[config.mk]
export PLATFORM = sky130hd
export DESIGN_NAME = eth_ipv4_udp_tx
export DESIGN_NICKNAME = d
export VERILOG_FILES = /design/src/rtl/eth_ipv4_udp_tx.sv
export SDC_FILE = /design/constraint.sdc
export NUM_CORES = 1
export LEC_CHECK = 0
export CORE_ASPECT_RATIO = 1.2
export CORE_MARGIN = 5
export CORE_UTILIZATION = 50
export CTS_CLUSTER_DIAMETER = 40
export CTS_CLUSTER_SIZE = 30
export DETAILED_ROUTE_END_ITERATION = 8
export DONT_BUFFER_PORTS = 1
export GPL_ROUTABILITY_DRIVEN = 0
export PLACE_DENSITY = 0.77
export SETUP_SLACK_MARGIN = 0.15
export SLEW_MARGIN = 5
export SYNTH_ARGS = -nofsm -noshare
export SYNTH_HDL_FRONTEND = slang
export SYNTH_SLANG_ARGS = --single-unit
[constraint.sdc]
create_clock -name aclk -period 8.9 [get_ports aclk]
set_input_delay 1.78 -clock aclk [delete_from_list [all_inputs] [get_ports aclk]]
set_output_delay 1.78 -clock aclk [all_outputs]
set_load 0.1 [all_outputs]
[src/rtl/eth_ipv4_udp_tx.sv]
// Ethernet II + IPv4 + UDP transmit packetiser.
// Serialises one frame per accepted request onto a byte-wide valid/ready
// stream towards the MAC, then pulses TXN_DONE.
// Ports:
//   aclk, areset                  clock, synchronous active-high reset
//   ACCELERATOR_IP/MAC_ADDRESS    local source addresses
//   RECIPIENT_IP/MAC_ADDRESS      destination addresses
//   RECIPIENT_MESSAGE             payload, MSB byte first
//   START_IP_TXN / READY_FOR_SEND request / idle indication
//   TXN_DONE                      one-cycle pulse after the final byte handshake
//   MAC_DATA_*                    byte stream with FIRST/LAST framing
module eth_ipv4_udp_tx #(
  parameter int unsigned PAYLOAD_BYTES   = 2,
  parameter int unsigned MIN_FRAME_BYTES = 60,
  parameter int unsigned IP_TTL          = 64,
  parameter logic [15:0] UDP_SRC_PORT    = 16'h1F90,
  parameter logic [15:0] UDP_DST_PORT    = 16'h1F90
) (
  input  logic                       aclk,
  input  logic                       areset,
  input  logic [31:0]                ACCELERATOR_IP_ADDRESS,
  input  logic [47:0]                ACCELERATOR_MAC_ADDRESS,
  input  logic [31:0]                RECIPIENT_IP_ADDRESS,
  input  logic [47:0]                RECIPIENT_MAC_ADDRESS,
  input  logic [8*PAYLOAD_BYTES-1:0] RECIPIENT_MESSAGE,
  input  logic                       START_IP_TXN,
  output logic                       READY_FOR_SEND,
  output logic                       TXN_DONE,
  output logic [7:0]                 MAC_DATA_OUT,
  output logic                       MAC_DATA_VALID,
  input  logic                       MAC_DATA_READY,
  output logic                       MAC_DATA_FIRST,
  output logic                       MAC_DATA_LAST
);

  localparam int unsigned MSG_W     = 8 * PAYLOAD_BYTES;
  localparam int unsigned HDR_BYTES = 42;
  localparam int unsigned PAD_BYTES = (MIN_FRAME_BYTES > HDR_BYTES + PAYLOAD_BYTES) ?
                                      (MIN_FRAME_BYTES - HDR_BYTES - PAYLOAD_BYTES) : 0;
  localparam bit          HAS_PAD   = (PAD_BYTES != 0);

  localparam logic [15:0] IP_TOTAL_LEN = 16'(28 + PAYLOAD_BYTES);
  localparam logic [15:0] UDP_LEN      = 16'(8 + PAYLOAD_BYTES);
  localparam logic [7:0]  TTL_BYTE     = 8'(IP_TTL);
  localparam logic [7:0]  LAST_PAY     = 8'(PAYLOAD_BYTES - 1);
  localparam logic [7:0]  LAST_PAD     = HAS_PAD ? 8'(PAD_BYTES - 1) : 8'd0;

  localparam logic [2:0] S_IDLE = 3'd0;
  localparam logic [2:0] S_CSUM = 3'd1;
  localparam logic [2:0] S_ETH  = 3'd2;
  localparam logic [2:0] S_IP   = 3'd3;
  localparam logic [2:0] S_UDP  = 3'd4;
  localparam logic [2:0] S_PAY  = 3'd5;
  localparam logic [2:0] S_PAD  = 3'd6;

  logic [2:0]       state, state_d;
  logic [7:0]       cnt, cnt_d;
  logic [19:0]      sum, sum_d;
  logic [15:0]      ident;
  logic [47:0]      dst_mac, src_mac;
  logic [31:0]      src_ip, dst_ip;
  logic [MSG_W-1:0] msg;

  logic [7:0]       data, data_d;
  logic             valid, valid_d;
  logic             first, first_d;
  logic             last, last_d;
  logic             done, done_d;
  logic             rfs;

  logic             capture;
  logic             ident_inc;
  logic             load_byte;
  logic             hs;
  logic [15:0]      csum_word;
  logic [16:0]      fold1, fold2;
  logic [15:0]      csum_c;
  logic [111:0]     eth_v;
  logic [159:0]     ip_v;
  logic [63:0]      udp_v;
  logic [MSG_W-1:0] msg_v;
  logic [7:0]       byte_c;

  // IPv4 header word fed to the checksum accumulator on each CSUM cycle
  always_comb begin
    csum_word = 16'h0000;
    case (cnt[3:0])
      4'd0:    csum_word = 16'h4500;
      4'd1:    csum_word = IP_TOTAL_LEN;
      4'd2:    csum_word = ident;
      4'd3:    csum_word = 16'h4000;
      4'd4:    csum_word = {TTL_BYTE, 8'h11};
      4'd6:    csum_word = src_ip[31:16];
      4'd7:    csum_word = src_ip[15:0];
      4'd8:    csum_word = dst_ip[31:16];
      4'd9:    csum_word = dst_ip[15:0];
      default: csum_word = 16'h0000;
    endcase
  end

  // Two end-around-carry folds of the 20-bit sum, then ones-complement
  always_comb begin
    fold1  = 17'(sum[15:0]) + 17'(sum[19:16]);
    fold2  = 17'(fold1[15:0]) + 17'(fold1[16]);
    csum_c = ~fold2[15:0];
  end

  // Next-state, byte counter and registered-output next values
  always_comb begin
    state_d   = state;
    cnt_d     = cnt;
    sum_d     = sum;
    data_d    = data;
    valid_d   = valid;
    first_d   = first;
    last_d    = last;
    done_d    = 1'b0;
    capture   = 1'b0;
    ident_inc = 1'b0;
    load_byte = 1'b0;
    hs        = valid & MAC_DATA_READY;

    case (state)
      S_IDLE: begin
        if (START_IP_TXN) begin
          capture = 1'b1;
          state_d = S_CSUM;
          cnt_d   = 8'd0;
          sum_d   = 20'd0;
        end
      end
      S_CSUM: begin
        sum_d = sum + 20'(csum_word);
        cnt_d = cnt + 8'd1;
        if (cnt == 8'd9) begin
          state_d   = S_ETH;
          cnt_d     = 8'd0;
          load_byte = 1'b1;
        end
      end
      S_ETH: begin
        if (hs) begin
          load_byte = 1'b1;
          if (cnt == 8'd13) begin
            state_d = S_IP;
            cnt_d   = 8'd0;
          end else begin
            cnt_d = cnt + 8'd1;
          end
        end
      end
      S_IP: begin
        if (hs) begin
          load_byte = 1'b1;
          if (cnt == 8'd19) begin
            state_d = S_UDP;
            cnt_d   = 8'd0;
          end else begin
            cnt_d = cnt + 8'd1;
          end
        end
      end
      S_UDP: begin
        if (hs) begin
          load_byte = 1'b1;
          if (cnt == 8'd7) begin
            state_d = S_PAY;
            cnt_d   = 8'd0;
          end else begin
            cnt_d = cnt + 8'd1;
          end
        end
      end
      S_PAY: begin
        if (hs) begin
          if (cnt != LAST_PAY) begin
            cnt_d     = cnt + 8'd1;
            load_byte = 1'b1;
          end else if (HAS_PAD) begin
            state_d   = S_PAD;
            cnt_d     = 8'd0;
            load_byte = 1'b1;
          end else begin
            state_d   = S_IDLE;
            done_d    = 1'b1;
            ident_inc = 1'b1;
          end
        end
      end
      S_PAD: begin
        if (hs) begin
          if (cnt != LAST_PAD) begin
            cnt_d     = cnt + 8'd1;
            load_byte = 1'b1;
          end else begin
            state_d   = S_IDLE;
            done_d    = 1'b1;
            ident_inc = 1'b1;
          end
        end
      end
      default: state_d = S_IDLE;
    endcase

    // Section images shifted so the byte at cnt_d sits in the top lane
    eth_v = {dst_mac, src_mac, 16'h0800} << {cnt_d, 3'b000};
    ip_v  = {8'h45, 8'h00, IP_TOTAL_LEN, ident, 16'h4000, TTL_BYTE, 8'h11,
             csum_c, src_ip, dst_ip} << {cnt_d, 3'b000};
    udp_v = {UDP_SRC_PORT, UDP_DST_PORT, UDP_LEN, 16'h0000} << {cnt_d, 3'b000};
    msg_v = msg << {cnt_d, 3'b000};

    case (state_d)
      S_ETH:   byte_c = eth_v[111:104];
      S_IP:    byte_c = ip_v[159:152];
      S_UDP:   byte_c = udp_v[63:56];
      S_PAY:   byte_c = msg_v[MSG_W-1 -: 8];
      default: byte_c = 8'h00;
    endcase

    if (load_byte) begin
      valid_d = 1'b1;
      data_d  = byte_c;
      first_d = (state_d == S_ETH) && (cnt_d == 8'd0);
      last_d  = ((state_d == S_PAY) && !HAS_PAD && (cnt_d == LAST_PAY)) ||
                ((state_d == S_PAD) && (cnt_d == LAST_PAD));
    end else if (state_d == S_IDLE) begin
      valid_d = 1'b0;
      data_d  = 8'h00;
      first_d = 1'b0;
      last_d  = 1'b0;
    end
  end

  // State and output registers
  always_ff @(posedge aclk) begin
    if (areset) begin
      state <= S_IDLE;
      cnt   <= 8'd0;
      sum   <= 20'd0;
      data  <= 8'h00;
      valid <= 1'b0;
      first <= 1'b0;
      last  <= 1'b0;
      done  <= 1'b0;
      rfs   <= 1'b1;
    end else begin
      state <= state_d;
      cnt   <= cnt_d;
      sum   <= sum_d;
      data  <= data_d;
      valid <= valid_d;
      first <= first_d;
      last  <= last_d;
      done  <= done_d;
      rfs   <= (state_d == S_IDLE);
    end
  end

  // Identification counter, wraps naturally at 16 bits
  always_ff @(posedge aclk) begin
    if (areset) begin
      ident <= 16'h0000;
    end else if (ident_inc) begin
      ident <= ident + 16'd1;
    end
  end

  // Request fields held for the whole frame
  always_ff @(posedge aclk) begin
    if (capture) begin
      dst_mac <= RECIPIENT_MAC_ADDRESS;
      src_mac <= ACCELERATOR_MAC_ADDRESS;
      src_ip  <= ACCELERATOR_IP_ADDRESS;
      dst_ip  <= RECIPIENT_IP_ADDRESS;
      msg     <= RECIPIENT_MESSAGE;
    end
  end

  assign READY_FOR_SEND = rfs;
  assign TXN_DONE       = done;
  assign MAC_DATA_OUT   = data;
  assign MAC_DATA_VALID = valid;
  assign MAC_DATA_FIRST = first;
  assign MAC_DATA_LAST  = last;

endmodule

### Word-level counts from Yosys, hierarchy flattened

Cells that the tools add are included.

* register bits: 236
* input bits: 180
* output and inout bits: 13
* logic and storage cells: 109

* add/subtract/negate cells: 5
* equal/unequal tests: 27
* shift-type cells: 4
* mux-type cells: 46
* bitwise gates (word level): 2
* reduce and logical (&&, ||, !) cells: 10

Operators with widths (number)
* $shl A159 B11 Y160: 1
* $pmux W16 S9: 1
* $mux W8: 14
* $shl A112 B11 Y112: 1
* $shl A61 B11 Y64 const A: 1
* $pmux W8 S7: 1
* $pmux W20 S2: 1
* $mux W3: 12
* $pmux W8 S4: 1
* $eq A8 B4 Y1 const B: 3
* $pmux W3 S7: 1
* $add A20 B16 Y20: 1
* $mux W20: 1
* $eq A3 B3 Y1 const B: 6
* $add A16 B4 Y17: 1
* $add A16 B1 Y16: 1
* $add A16 B1 Y16 const B: 1
* $not A16 Y16: 1
* $shl A16 B11 Y16: 1
* $mux W1: 13
* $eq A3 B2 Y1 const B: 4
* $eq A4 B3 Y1 const B: 3
* $add A8 B1 Y8 const B: 1
* $eq A4 B2 Y1 const B: 2
* 17 further kinds: 21

### Longest topological paths before layout

Gate-level depths: netlist of run 1.

* depth after elaboration: 7
* gate-level depth with buffers: 19

### Worst setup path before layout of run 1

OpenSTA, ideal clock, no wires.

* path type: input-to-reg
* start: input START_IP_TXN
* end: register data[4] (netlist: MAC_DATA_OUT[4])
* setup time: 0.095 ns
* arrival: 7.036 ns
* required time: 8.805 ns
* path slack: 1.769 ns
* stages: 9
* cells stage by stage: nand3_1 inv_1 or4_1 nor2b_1 nand2_1 nor4_1 nand2_1 nor4bb_1 a221oi_1

* cells in the longest elaborated chain, start to end: 5

Ends and longest elaborated chain
* from (decl): line 26 `input logic START_IP_TXN,`
* $mux W8 or $mux W3 (tied branches): line 125 `if (START_IP_TXN) begin`
* $pmux W8 S7 or $pmux W3 S7 (tied branches): line 123 `case (state)`
* $shl A159 B11 Y160 (tied with other cells): line 207 `ip_v = {8'h45, 8'h00, IP_TOTAL_LEN, ident, 16'h4000, TTL_BYTE, 8'h11,`
* $pmux W8 S4: line 212 `case (state_d)`
* $mux W8: line 220 `if (load_byte) begin`
* to (signal assigned): line 250 `data <= data_d;`
* to (decl): line 64 `logic [7:0] data, data_d;`

Several ways; a longest one is shown, not always the timed one.
A chain may end at the register's enable or synchronous reset.

### Worst setup path in the final report of run 1

* start: register cnt[0]
* end: register sum[18]

* cells in the longest elaborated chain, start to end: 4

Ends and longest elaborated chain
* from (decl): line 57 `logic [7:0] cnt, cnt_d;`
* from (signal assigned): line 248 `cnt <= cnt_d;`
* $eq A4 B4 Y1 (tied with other cells): line 87 `case (cnt[3:0])`
* $pmux W16 S9 (*): line 87
* $add A20 B16 Y20 (*): line 133 `sum_d = sum + 20'(csum_word);`
* $pmux W20 S2 (*): line 123
* to (signal assigned): line 249 `sum <= sum_d;`
* to (decl): line 58 `logic [19:0] sum, sum_d;`

Every way passes the cells marked *; elsewhere a longest branch is shown, timed or not.

==> results.json, run 1 <==
{
  "synth_compound_area_share_pct": 16.17,
  "dieArea_um2": 28690,
  "power.leakage_nw": 4.785,
  "grt_pass1_wl_mm": 53.59,
  "die_width_um": 155.5,
  "ys_seq_area_share_pct": 51.10,
  "clock-skew-final_ns": 0.02896,
  "post-cts-setup-buffers": 0,
  "slowest_stage": "and3b_1",
  "nFillCells": 2110,
  "required_ns": 9.39,
  "placed_area_um2": 12850,
  "n_antenna_cell": 0,
  "fin_area_um2": 13930,
  "cts_num_sinks": 236,
  "min_period_over_period_pct": 60.78,
  "synth_edf_count": 176,
  "overflow": 0,
  "clk_latency_ns": 0.56,
  "wl_per_cell_um": 23.82,
  "fin_util_pct": 55.06,
  "worstMarginPinSlew_ns": 1.147,
  "finalSetupTns_ns": 0,
  "synthSimpleGateAreaFrac_pct": 16.16,
  "synth_mux_area_share_pct": 6.900,
  "vdd_ir_drop_max_mv": 0.2036,
  "syn_area_per_cell_um2": 10.88,
  "finalCriticalPeriod_ns": 5.409,
  "grt_max_degree": 95,
  "portBuffers": 0,
  "h-tree-depth": 1,
  "cts_hold_buf": 0,
  "pwr_density_cell_nw_per_um2": 195.2,
  "pre_cts_ws_ns": 3.632,
  "nNetsFinal": 1341,
  "arrival_ns": 5.90,
  "vias_per_cell": 6.632,
  "synth_top_family_by_area": "compound AO/OA/AOI/OAI gates",
  "path_class": "flop to flop",
  "drtAntennaViolNets": 0,
  "synth_cell_types": 96,
  "critPathTopFamily": "compound AO/OA/AOI/OAI gates",
  "fmax_mhz": 184.9,
  "cap_violations": 0,
  "syn-num-nets": 1376,
  "path_max_fanout": 19,
  "start_kind": "flop",
  "dr.pass1.iters": 8,
  "drc": 0,
  "path_cells": "ha_1, and3b_1, a22oi_1, o211ai_1, ha_1, fa_1, a21o_1, a21oi_1, o21ai_0, nand3_1, a311oi_1, o21ai_0, a21oi_1, nor3_1, or4_1, a21oi_1",
  "syn2layout_area_growth_pct": 9.758,
  "max-slew-margin-rel_pct": 23.42,
  "drt_wl_total_mm": 35.38,
  "clockBufferDepth": 3,
  "core_um2": 25300,
  "hold_viol_final": 0,
  "finalSetupViolCount": 0,
  "mostFrequentLayoutCell": "edfxtp_1",
  "tritoncts": "done",
  "max_stage_delay_ns": 0.93,
  "synthXorXnorAreaFrac_pct": 3.450,
  "async_reset_ff_share_pct": 0,
  "initial_core_util_pct": 50.16,
  "hp-class": "flop to flop",
  "clk_pin_slew_ns": 0.07,
  "postCtsResizedCells": 0,
  "grt_util_all_layers_pct": 23.73,
  "drive_gt1_share_pct": 10.04,
  "ys_warn_count": 0,
  "synth-seq-cells": 236,
  "cts-root-buf": "clkbuf_16",
  "ioPinCount": 193,
  "layout_common_cells": "edfxtp_1 (176), nand2_1 (112), nor2_1 (103)",
  "grt_pass1_vias": 9300,
  "critPathBufInv": 0,
  "setup_slack_ns": 3.491,
  "path_common_cell": "a21oi_1",
  "finalMaxSlewViolations": 0,
  "via_count": 9848,
  "grt_setup_unrepaired": "no",
  "syn_inst": 1167,
  "rows": 64,
  "first_iter_violations": 1615,
  "numCtsBuffers": 29,
  "antenna_found_initial": 1,
  "synth_adder_area_share_pct": 2.977,
  "outcome": "finished clean",
  "die_h_um": 184.5,
  "dpl.hpwl_mm": 25.70,
  "netlist_area_um2": 12690,
  "end_kind": "flop",
  "ys.flop_type": "edfxtp_1"
}
==> flip-flops by register name (all words and copies together) (netlist names) <==
| name | cells |
|---|---|
| MAC_DATA_FIRST | 1 |
| MAC_DATA_LAST | 1 |
| MAC_DATA_OUT | 8 |
| MAC_DATA_VALID | 1 |
| READY_FOR_SEND | 1 |
| TXN_DONE | 1 |
| cnt | 8 |
| dst_ip | 32 |
| dst_mac | 48 |
| ident | 16 |
| msg | 16 |
| src_ip | 32 |
| src_mac | 48 |
| state | 3 |
| sum | 20 |
==> cells in the mapped netlist, drive strengths merged, types with 6 or more instances <==
master    n  area (um^2)
a22oi    40        300.3
mux2i    32        320.3
nand2   114        437.9
buf      27        168.9
nand3b    8        60.06
o21ai    35        175.2
ha       27        337.8
nor3     23        120.1
a31oi    17        112.6
clkbuf   48        180.2
edfxtp  176         5285
o211ai    7        52.55
o21a      7        52.55
o22ai     9        56.30
or3b      6        52.56
a311oi    6        52.55
nand4     9        56.30
a211oi   12        90.09
nand3    55        275.3
a21oi    71        359.1
o31ai     8        60.06
dfxtp    60         1201
mux2      6        67.56
nand2b    8        50.05
and3     13        81.33
or3       7        43.79
nor4     10        90.08
nor2b     9        56.30
mux4     21        488.0
xor2     21        183.9
a21o     10        75.07
or4       7        60.06
xnor2    29        254.0
inv      17        63.81
nor2    104        392.9
a221oi    7        61.31
==> routing by layer <==
metal  GRT usage (%)  vias to the layer above  wire, um
li1                -                     4423         -
met2           39.41                      657     16890
met4           7.916                        0      1456
met3           7.233                      128      4104
met5               0                        -         0
met1           29.69                     4640     12920
==> final cells by class <==
| cell class | instances | area (um^2) | share of cell area (%) |
|---|---|---|---|
| clock inverter | 24 | 349.1 | 2.506 |
| multi-input combinational | 839 | 5818 | 41.76 |
| clock buffer | 30 | 729.5 | 5.236 |
| inverter | 17 | 68.82 | 0.4939 |
| sequential | 236 | 6486 | 46.56 |
| timing repair buffer | 9 | 67.56 | 0.4850 |
| tap | 330 | 412.9 | 2.964 |
==> kinds of logic (layout without fill, tap and decap cells) <==
group	count (synthesis)	count (layout)
AND/OR/NAND/NOR	406	406
AO/OA/AOI/OAI	295	295
flip-flops	236	236
buffers and inverters	92	80
multiplexers	59	59
XOR/XNOR	50	50
adder cells (fa/ha/maj)	29	29
==> final timing paths <==
kind / from / endpoint / slack, ns / cells past startpoint
setup / recovery: cnt[0]$_SDFF_PP0_ / sum[18]$_SDFFE_PP0P_ / 3.49 / 16
hold / removal: sum[19]$_SDFFE_PP0P_ / sum[19]$_SDFFE_PP0P_ / 0.54 / 2
setup reg to reg: cnt[0]$_SDFF_PP0_ / sum[18]$_SDFFE_PP0P_ / 3.49 / 16
hold reg to reg: sum[19]$_SDFFE_PP0P_ / sum[19]$_SDFFE_PP0P_ / 0.54 / 2
==> tightest hold or removal path, stage by stage (launching register included) <==
cell and delay (ns):
dfxtp_1 0.34, o211ai_1 0.10, a21oi_1 0.06
==> stage by stage <==
stage / total power [mW] / hold slack, ns / std cells
2_1_floorplan: 1.419 / 0.4808 / 1167
3_3_place_gp: 1.454 / 0.5213 / 1431
3_5_place_dp: 1.457 / 0.5342 / 1431
4_1_cts: 2.732 / 0.5468 / 1485
5_1_grt: 2.803 / 0.5658 / 1485
6_report: 2.720 / 0.5386 / 1485
==> where the power goes <==
part / internal, mW / total [mW] / switching [mW] / leakage (nW)
Combinational: 0.0543 / 0.155 / 0.101 / 2.09
Sequential: 1.25 / 1.28 / 0.0317 / 2.17
Clock: 0.678 / 1.28 / 0.606 / 0.524
Note: power is estimated with default switching activity, not from simulation.
==> run 2, diff against run 1 <==
==> constraint.sdc (replaced) <==
create_clock -name aclk -period 5.15 [get_ports aclk]
set_input_delay 1.03 -clock aclk [delete_from_list [all_inputs] [get_ports aclk]]
set_output_delay 1.03 -clock aclk [all_outputs]
set_load 0.1 [all_outputs]
==> run 2 against run 1 <==
Against the previous run:
- final area is 1.1% higher
- cell count is 1.6% higher
- total power is 66% higher
- highest routed layer unchanged
==> results.json, run 2 (synthesis gave the netlist of run 1 again) <==
{
  "finalMaxSlewViolations": 0,
  "clockBufferDepth": 3,
  "cap_violations": 0,
  "fin_cells": 1509,
  "wl_per_cell_um": 23.98,
  "dpl.hpwl_mm": 26.48,
  "reg2reg_to": "MAC_DATA_OUT[3]$_SDFFE_PP0P_",
  "h-tree-depth": 1,
  "top_layer_used": "met4",
  "first_iter_violations": 1324,
  "grt_pass1_vias": 9809,
  "outcome": "finished clean",
  "die_h_um": 184.5,
  "layout_common_cells": "edfxtp_1 (176), nand2_1 (111), nor2_1 (103)",
  "cts-root-buf": "clkbuf_16",
  "nFillCells": 2120,
  "path_class": "flop to flop",
  "hp-class": "flop to flop",
  "drc": 0,
  "end_kind": "flop",
  "finalSetupViolCount": 0,
  "portBuffers": 0,
  "syn2layout_area_growth_pct": 11.00,
  "met3_length_mm": 3.893,
  "crit_start": "cnt[0]$_SDFF_PP0_",
  "numCtsBuffers": 28,
  "dieArea_um2": 28690,
  "power.leakage_nw": 4.881,
  "postCtsResizedCells": 0,
  "vias_per_cell": 6.657,
  "antenna_found_initial": 2,
  "start_kind": "flop",
  "drtAntennaViolNets": 0,
  "via_count": 10046,
  "grt_setup_unrepaired": "no",
  "drt_wl_total_mm": 36.19,
  "hold_viol_final": 0,
  "post-cts-setup-buffers": 0,
  "grt_pass1_wl_mm": 55.21,
  "power_mw": 4.514,
  "ioPinCount": 193,
  "largest_registers": "dst_mac (48), src_mac (48)",
  "dr.pass1.iters": 7,
  "worstMarginPinSlew_ns": 1.142,
  "clock-skew-final_ns": 0.01806,
  "r2r_cells": 12,
  "vdd_ir_drop_max_mv": 0.3811,
  "core_um2": 25300,
  "wirelength_met1_mm": 13.11,
  "tritoncts": "done",
  "min_period_over_period_pct": 90.22,
  "placed_cells": 1457,
  "finalCriticalPeriod_ns": 4.646,
  "grt_util_all_layers_pct": 24.41,
  "mostFrequentLayoutCell": "edfxtp_1",
  "rr_startpoint": "cnt[0]$_SDFF_PP0_",
  "initial_core_util_pct": 50.16,
  "rows": 64,
  "fin_util_pct": 55.68,
  "clk_latency_ns": 0.55,
  "arrival_ns": 5.10,
  "pwr_density_cell_nw_per_um2": 320.4,
  "die_width_um": 155.5,
  "grt_max_degree": 179,
  "endpoint": "MAC_DATA_OUT[3]$_SDFFE_PP0P_",
  "path_max_fanout": 20,
  "wl_met2_mm": 17.38,
  "clk_pin_slew_ns": 0.07,
  "nNetsFinal": 1366,
  "cts_hold_buf": 0,
  "fmax_mhz": 215.2,
  "drive_gt1_share_pct": 12.14,
  "required_ns": 5.61,
  "overflow": 0,
  "max-slew-margin-rel_pct": 23.57,
  "reg2reg_slack_ns": 0.50,
  "cts_num_sinks": 236
}
run 2: changes by cell type in the layout (fill, tap and decap cells not counted), sizes merged:
cell and delta:
clkinv +7, clkinvlp +1, buf +26, inv -11
diode +1
run 2: power by group:
part | switching (mW) | internal, mW
Sequential | 0.0564 | 2.16
Clock | 0.912 | 1.10
Combinational | 0.180 | 0.102
run 2: layer usage:
metal  vias up  track usage, %
met2       706           39.97
met5         -               0
met3       146           6.740
met4         0           11.21
met1      4718           30.16
li1       4476               -
run 2: layout make-up:
type / count / area [um^2] / share of cell area, %
Antenna cell: 1 / 2.502 / 0.01776
Clock buffer: 30 / 729.5 / 5.177
Clock inverter: 21 / 256.5 / 1.820
Inverter: 17 / 67.56 / 0.4795
Multi-Input combinational cell: 839 / 5859 / 41.59
Sequential cell: 236 / 6486 / 46.03
Tap cell: 330 / 412.9 / 2.930
Timing Repair Buffer: 35 / 275.3 / 1.954
run 2: stage by stage:
stage          setup TNS [ns]  worst slack [ns]  hold slack, ns  area [um^2]
3_5_place_dp                0            0.4494          0.5186        13080
3_3_place_gp                0            0.5767          0.5116        13080
6_report                    0            0.5036          0.5275        14090
4_1_cts                     0            0.3857          0.5303        14070
5_1_grt                     0            0.1925          0.5463        14090
2_1_floorplan          -2.806           -0.5159          0.4808        12720
run 2: worst min-delay path by stage:
stage	startpoint	to	cells past startpoint
final	sum[11]$_SDFFE_PP0P_	sum[11]$_SDFFE_PP0P_	2
after CTS	sum[11]$_SDFFE_PP0P_	sum[11]$_SDFFE_PP0P_	2
after global placement	sum[11]$_SDFFE_PP0P_	sum[11]$_SDFFE_PP0P_	2
after global routing	areset	ident[14]$_SDFFE_PP0P_	1
after detailed placement	sum[11]$_SDFFE_PP0P_	sum[11]$_SDFFE_PP0P_	2
after floorplan	sum[11]$_SDFFE_PP0P_	sum[11]$_SDFFE_PP0P_	2
run 2: worst max-delay path, stage by stage (launching register included):
cell and delay, ns:
dfxtp_1 0.49, ha_1 0.40, and3b_1 0.39, buf_4 0.25, a31oi_2 0.15, nor4_2 0.40, a211o_2 0.30, and2_1 0.74
buf_4 0.31, nor2_1 0.06, a2111oi_0 0.59, o21ai_0 0.21, a41oi_1 0.26
